$ cat src/rtl/micro_sequencer.sv
// Micro-program counter sequencer: start/halt control, memory-wait stalling and
// next-address selection. Optional micro-subroutine stack enabled by MICRO_STACK_EN.
module micro_sequencer #(
    parameter int unsigned     AW          = 8,
    parameter logic [AW-1:0]   RESET_ADDR  = AW'(0),
    parameter int unsigned     STACK_DEPTH = 4
) (
    input  logic          clk,
    input  logic          rst,
    input  logic          START,
    input  logic          HALT,
    input  logic          MEMWAIT,
    input  logic          EN,
    input  logic          ZEN,
    input  logic          Z,
    input  logic          CALL,
    input  logic          RET,
    input  logic [AW-1:0] MicroAdd,
    input  logic [AW-1:0] IROUT,
    output logic [AW-1:0] MicroPC,
    output logic          RUNNING,
    output logic          STALL,
    output logic          STACK_ERR
);

    typedef enum logic [1:0] {
        S_IDLE   = 2'd0,
        S_RUN    = 2'd1,
        S_WAIT   = 2'd2,
        S_HALTED = 2'd3
    } state_e;

    localparam logic [AW-1:0] MSB_MASK = {1'b1, {(AW-1){1'b0}}};

    state_e        state_q, state_d;
    logic [AW-1:0] pc_q, pc_d;
    logic          running_q, running_d;
    logic          stall_q, stall_d;
    logic          err_q, err_d;
    logic [AW-1:0] zbr_addr_c;

    // Z-conditional branch flips the MSB of the next-address field
    assign zbr_addr_c = MicroAdd ^ MSB_MASK;

`ifdef MICRO_STACK_EN
    localparam int unsigned SPW = $clog2(STACK_DEPTH + 1);
    localparam int unsigned IW  = (STACK_DEPTH > 1) ? $clog2(STACK_DEPTH) : 1;

    logic [AW-1:0]  stack_q [STACK_DEPTH];
    logic [SPW-1:0] sp_q, sp_d;
    logic           push_c, pop_c;
    logic           full_c, empty_c;
    logic [IW-1:0]  top_idx_c;
    logic [AW-1:0]  ret_addr_c;

    assign full_c     = (sp_q == SPW'(STACK_DEPTH));
    assign empty_c    = (sp_q == SPW'(0));
    assign top_idx_c  = IW'(sp_q - SPW'(1));
    assign ret_addr_c = AW'(pc_q + AW'(1));

    // Stack storage; contents need no reset since the pointer defines validity
    always_ff @(posedge clk) begin
        if (push_c) begin
            stack_q[IW'(sp_q)] <= ret_addr_c;
        end
    end

    always_ff @(posedge clk) begin
        if (rst) begin
            sp_q <= SPW'(0);
        end else begin
            sp_q <= sp_d;
        end
    end
`else
    logic unused_c;
    assign unused_c = CALL ^ RET ^ (STACK_DEPTH == 0);
`endif

    // State and output registers
    always_ff @(posedge clk) begin
        if (rst) begin
            state_q   <= S_IDLE;
            pc_q      <= RESET_ADDR;
            running_q <= 1'b0;
            stall_q   <= 1'b0;
            err_q     <= 1'b0;
        end else begin
            state_q   <= state_d;
            pc_q      <= pc_d;
            running_q <= running_d;
            stall_q   <= stall_d;
            err_q     <= err_d;
        end
    end

    // Next-state, next-address and stack control
    always_comb begin
        state_d = state_q;
        pc_d    = pc_q;
        err_d   = 1'b0;
`ifdef MICRO_STACK_EN
        push_c  = 1'b0;
        pop_c   = 1'b0;
`endif
        unique case (state_q)
            S_IDLE: begin
                pc_d = RESET_ADDR;
                if (START) begin
                    state_d = S_RUN;
                end
            end
            S_RUN: begin
                if (MEMWAIT) begin
                    state_d = S_WAIT;
                end else if (HALT) begin
                    state_d = S_HALTED;
                end else if (EN) begin
                    pc_d = IROUT;
`ifdef MICRO_STACK_EN
                end else if (CALL && RET) begin
                    pc_d  = MicroAdd;
                    err_d = 1'b1;
                end else if (CALL) begin
                    pc_d = MicroAdd;
                    if (full_c) begin
                        err_d = 1'b1;
                    end else begin
                        push_c = 1'b1;
                    end
                end else if (RET) begin
                    if (empty_c) begin
                        pc_d  = RESET_ADDR;
                        err_d = 1'b1;
                    end else begin
                        pc_d  = stack_q[top_idx_c];
                        pop_c = 1'b1;
                    end
`endif
                end else if (ZEN && Z) begin
                    pc_d = zbr_addr_c;
                end else begin
                    pc_d = MicroAdd;
                end
            end
            S_WAIT: begin
                if (!MEMWAIT) begin
                    state_d = S_RUN;
                end
            end
            S_HALTED: begin
                if (START) begin
                    state_d = S_RUN;
                    pc_d    = RESET_ADDR;
                end
            end
            default: begin
                state_d = S_IDLE;
                pc_d    = RESET_ADDR;
            end
        endcase

        running_d = (state_d == S_RUN) || (state_d == S_WAIT);
        stall_d   = (state_d == S_WAIT);

`ifdef MICRO_STACK_EN
        sp_d = sp_q;
        if (push_c) begin
            sp_d = SPW'(sp_q + SPW'(1));
        end else if (pop_c) begin
            sp_d = SPW'(sp_q - SPW'(1));
        end
`endif
    end

    assign MicroPC   = pc_q;
    assign RUNNING   = running_q;
    assign STALL     = stall_q;
    assign STACK_ERR = err_q;

endmodule

$ cat config.mk
export PLATFORM = sky130hd
export DESIGN_NAME = micro_sequencer
export DESIGN_NICKNAME = d
export VERILOG_FILES = /design/src/rtl/micro_sequencer.sv
export SDC_FILE = /design/constraint.sdc
export NUM_CORES = 1
export LEC_CHECK = 0
export ABC_AREA = 0
export BUFFER_PORTS_ARGS = -buffer_cell sky130_fd_sc_hd__buf_2
export CELL_PAD_IN_SITES_DETAIL_PLACEMENT = 1
export CELL_PAD_IN_SITES_GLOBAL_PLACEMENT = 2
export CORE_MARGIN = 3
export CORE_UTILIZATION = 25
export DETAILED_ROUTE_END_ITERATION = 6
export PLACE_DENSITY_LB_ADDON = 0.12
export SLEW_MARGIN = 0
export SYNTH_ARGS = -nofsm -noshare
export SYNTH_HDL_FRONTEND = slang
export SYNTH_SLANG_ARGS = --single-unit
$ cat constraint.sdc
create_clock -name clk -period 4.1 [get_ports clk]
set_input_delay 0.82 -clock clk [delete_from_list [all_inputs] [get_ports clk]]
set_output_delay 0.82 -clock clk [all_outputs]
set_load 0.02 [all_outputs]
======== Word level (Yosys, flattened, before mapping) ========
Index checks and enable logic that the tools add are counted.
operators by class
  bitwise operators ....................... 1
  eq/ne operators ......................... 8
  reduce and logical (&&, ||, !) cells .... 6
  multiplexer cells ....................... 11
operator list
  operator                                                               number
  8-bit 2-to-1 mux                                                       5
  8-bit case mux with 3 select lines                                     1
  2-bit 2-to-1 mux                                                       4
  2-bit equality test, second input constant                             3
  2-bit != test, second input constant                                   3
  2-bit case mux with 3 select lines                                     1
  2-bit by 1-bit equality test with 1-bit output, second input constant  2
  4-bit AND reduction                                                    1
  3-bit nonzero test                                                     1
  2-bit zero test                                                        1
  2-bit OR reduction                                                     1
  1-bit logical AND                                                      1
  1-bit logical OR                                                       1
  1-bit NOT                                                              1
storage, ports and cells
  output and inout port bits .............. 11
  flip-flop bits (word level) ............. 12
  input port bits ......................... 26

======== Logic depth before layout (Yosys ltp) ========
  word-level depth ........................ 6
  gate-level depth with buffers ........... 6
  depth with buffers taken out ............ 6

======== Least setup slack after synthesis ========
Ideal clock, no wire load.
  kind .................................... input port to flip-flop
  start point ............................. in HALT
  end point ............................... reg running_q, in the netlist RUNNING
  required time ........................... 3,974 ps
  arrival ................................. 1,610 ps
  library setup time ...................... 126 ps
  stages on the path ...................... 5
  setup slack ............................. 2,364 ps
  cells stage by stage .................... or2_4 > a21oi_1 > nor2_1 > ha_1 > nor2_1
on the way
  cells in the longest elaborated chain, start to end .. 5
ends and longest elaborated chain
  item                                                                                   line  source
  start, declared                                                                        11    input logic HALT,
  2-bit 2-to-1 mux *                                                                     116   end else if (HALT) begin
  2-bit 2-to-1 mux *                                                                     114   if (MEMWAIT) begin
  2-bit case mux with 3 select lines *                                                   106   unique case (state_q)
  2-bit by 1-bit equality test with 1-bit output or 2-bit equality test (tied branches)  163   running_d = (state_d == S_RUN) || (state_d == S_WAIT);
  1-bit logical OR *                                                                     163
  end signal, assigned                                                                   91    running_q <= running_d;
  end, declared                                                                          37    logic running_q, running_d;
Mark *: on every way between the ends. The rest lies on a longest branch, timed or not.
A chain may end at the register's enable or synchronous reset.

======== Worst setup path after layout ========
  start point ............................. reg state_q[0]
  end point ............................... reg running_q, in the netlist RUNNING
on the way
  cells in the longest elaborated chain, start to end .. 5
ends and longest elaborated chain
  item                                                                                   line  source
  start, declared                                                                        35    state_e state_q, state_d;
  start signal, assigned                                                                 89    state_q <= state_d;
  2-bit equality test, or another cell as far along                                      106
  2-bit OR reduction (no source line) or 2-bit 2-to-1 mux (tied branches)                -
  2-bit case mux with 3 select lines *                                                   106
  2-bit by 1-bit equality test with 1-bit output or 2-bit equality test (tied branches)  163
  1-bit logical OR *                                                                     163
Marks and branches as above.

==> flow_summary.json <==
{
  "status": "complete, no violations",
  "worstHoldPathType": "reg2reg",
  "cts-buffers-inserted": 3,
  "wl_met1_um": 760,
  "grt_pass1_wl_um": 3030,
  "p_total_w": 0.000451,
  "fmax_ghz": 0.557,
  "internal_power_w": 0.000273,
  "htreeDepth": 1,
  "cp_num_buf_inv": 1,
  "switchingPower_w": 0.000178,
  "synth_cells": 77,
  "fin_nets": 143,
  "yosys_warnings": 0,
  "grt_max_degree": 13,
  "critPathLaunchType": "flop",
  "synth_top_family_by_area": "simple AND/OR/NAND/NOR gates",
  "wl_um": 1740,
  "drt_iter0_markers": 21,
  "critPathArrivalTime_ns": 2.01,
  "synth_nets": 109,
  "cp_cell_sequence": "inv_1, ha_1, a221oi_1, nor2_1, ha_1, nor2_1",
  "yosysSeqAreaShare": 0.351,
  "synth_cell_types": 27,
  "dp_hpwl_um": 1380,
  "yosys-top-cells-area": "dfxtp_1 (35%), mux2_2 (12%), ha_1 (11%), a21oi_1 (6.6%), nand3_1 (5.1%)",
  "p_per_area_mw_per_mm2": 499,
  "clock_latency_ns": 0.28,
  "cp_max_fo": 6,
  "drive_gt1_frac": 0.436,
  "slowest_delay_ns": 0.44,
  "final_antenna_net_count": 0,
  "irDropWorstVdd_v": 0.000254,
  "top_layer": "met4",
  "dr_wl_met2_um": 810,
  "muxShareOfSynthArea": 0.115,
  "crit_type": "reg2reg",
  "synth_top_cell_area_share": 0.351,
  "synth_edf_count": 0,
  "area_growth_pct": 32.0,
  "cp_slowest_cell": "dfxtp_1",
  "initial_core_util": 0.269,
  "pwr-share-clk": 0.216,
  "met3_length_um": 130,
  "synth_compound_area_frac": 0.174,
  "clk_path_buf_depth": 2,
  "antenna_found_initial": 0,
  "postCtsHoldBufs": 0,
  "netlist_area_um2": 684,
  "route.detailed.drc": 0,
  "drv_slew": 0,
  "via_per_inst": 4.66,
  "period_share": 0.438,
  "die_y_um": 58.3,
  "rsz0062_at_grt": "false",
  "finalHoldViolCount": 0,
  "fp.dieArea_mm2": 0.00340,
  "vias": 653,
  "yosysTopAreaCell": "dfxtp_1",
  "grt_pass1_vias": 685,
  "sequentialPowerShare": 0.345,
  "clk_pin_slew_ns": 0.08,
  "finalCriticalPeriod_ns": 1.79,
  "yosysMostFrequentCell": "dfxtp_1",
  "p_comb_frac": 0.439,
  "place.port_buffers": 33,
  "sw_frac_of_total": 0.395,
  "synth_xor_area_frac": 0.0128,
  "place.gp.congestion": 0.639,
  "synth_common_cells": "dfxtp_1 (12), a21oi_1 (9), nand2_1 (9)",
  "synthFlopType": "dfxtp_1",
  "core_mm2": 0.00254,
  "required_ns": 4.32,
  "setup_tns_ns": 0,
  "clkSinkCount": 12,
  "yosys_register_bits": 12,
  "maxCapViolations": 0,
  "die_w_um": 58.3,
  "grt-ovfl-total": 0,
  "synthSimpleGateAreaFrac": 0.186,
  "cts_resized": 0,
  "placementRows": 18,
  "routedWlPerCell_um": 12.5,
  "synth-adder-area-share": 0.110,
  "fillers": 316,
  "finClkSkew_ns": 0.00146,
  "holdWs_ns": 0.454,
  "cts_tree": "done",
  "n_antenna_cell": 0,
  "cp-end-kind": "flop",
  "io_pins": 37,
  "ys_async_sr_fraction": 0,
  "p_leak_nw": 0.421,
  "cp_top_family": "adder cells",
  "clockRootBuffer": "clkbuf_4",
  "cts_setup_buffers": 0,
  "grt_use_total": 0.117,
  "syn_area_per_cell_um2": 8.89,
  "setup-violations-final": 0,
  "first_pass_iters": 4
}
-- power by group through the flow --
stage | Combinational, W | Sequential [W] | Clock [W]
floorplan | 0.000121 | 0.000177 | 0
global placement | 0.000198 | 0.000158 | 0
detailed placement | 0.000202 | 0.000159 | 0
CTS | 0.000203 | 0.000156 | 0.000103
global route | 0.000226 | 0.000161 | 0.000107
finish | 0.000198 | 0.000156 | 0.0000974
-- tightest hold or removal path: stages, from the launching register on --
cell and delay, ns:
dfxtp_1 0.31, nand2_1 0.05, a21oi_1 0.05
-- metrics by stage --
| step | setup WS [ns] | std cells | util | area [um2] |
|---|---|---|---|---|
| final | 2.31 | 140 | 0.355 | 903 |
| after global routing | 2.17 | 140 | 0.355 | 903 |
| after global placement | 2.14 | 136 | 0.341 | 867 |
| after floorplan | 2.36 | 77 | - | 684 |
| after detailed placement | 2.12 | 136 | 0.341 | 867 |
| after CTS | 2.25 | 140 | 0.355 | 903 |
-- cell type report --
| type | count | area (um2) | share of cell area |
|---|---|---|---|
| multi-input combinational | 58 | 413 | 0.457 |
| sequential | 12 | 240 | 0.266 |
| tap | 30 | 37.5 | 0.0416 |
| inverter | 3 | 11.3 | 0.0125 |
| clock buffer | 4 | 36.3 | 0.0402 |
| timing repair buffer | 33 | 165 | 0.183 |
-- layout by cell type (no fill, tap or decap), types with 3 or more instances in the layout --
master     n
clkbuf_4   3
nand3_1    7
mux2_2     7
buf_2     33
ha_1       6
nor2_1     4
nand2_1    9
dfxtp_1   12
a21oi_1    9
inv_1      3
-- routing by layer --
layer	track usage	up-vias
met5	0	-
met3	0.0241	5
met4	0.0795	0
met1	0.145	297
li1	-	329
met2	0.182	22
-- registers in the layout, summed over array words and instances (netlist names) --
name and cells:
MicroPC 8, RUNNING 1, state_q 2, STALL 1
-- logic make-up after synthesis --
| logic type | count (synthesis) |
|---|---|
| simple gates | 26 |
| compound gates | 17 |
| flops | 12 |
| mux | 7 |
| buf+inv | 7 |
| fa+ha+maj | 6 |
| other cells | 1 |
| xor+xnor | 1 |
-- worst paths after layout --
kind                                                end  cells after the start  slack, ns                    start
worst max-delay path                 RUNNING$_SDFF_PP0_                      6       2.31    state_q[0]$_SDFF_PP0_
worst min-delay path            MicroPC[2]$_SDFFE_PP0P_                      2       0.45  MicroPC[2]$_SDFFE_PP0P_
worst max register to register       RUNNING$_SDFF_PP0_                      6       2.31    state_q[0]$_SDFF_PP0_
worst min register to register  MicroPC[2]$_SDFFE_PP0P_                      2       0.45  MicroPC[2]$_SDFFE_PP0P_
(Power assumes the default switching activity.)
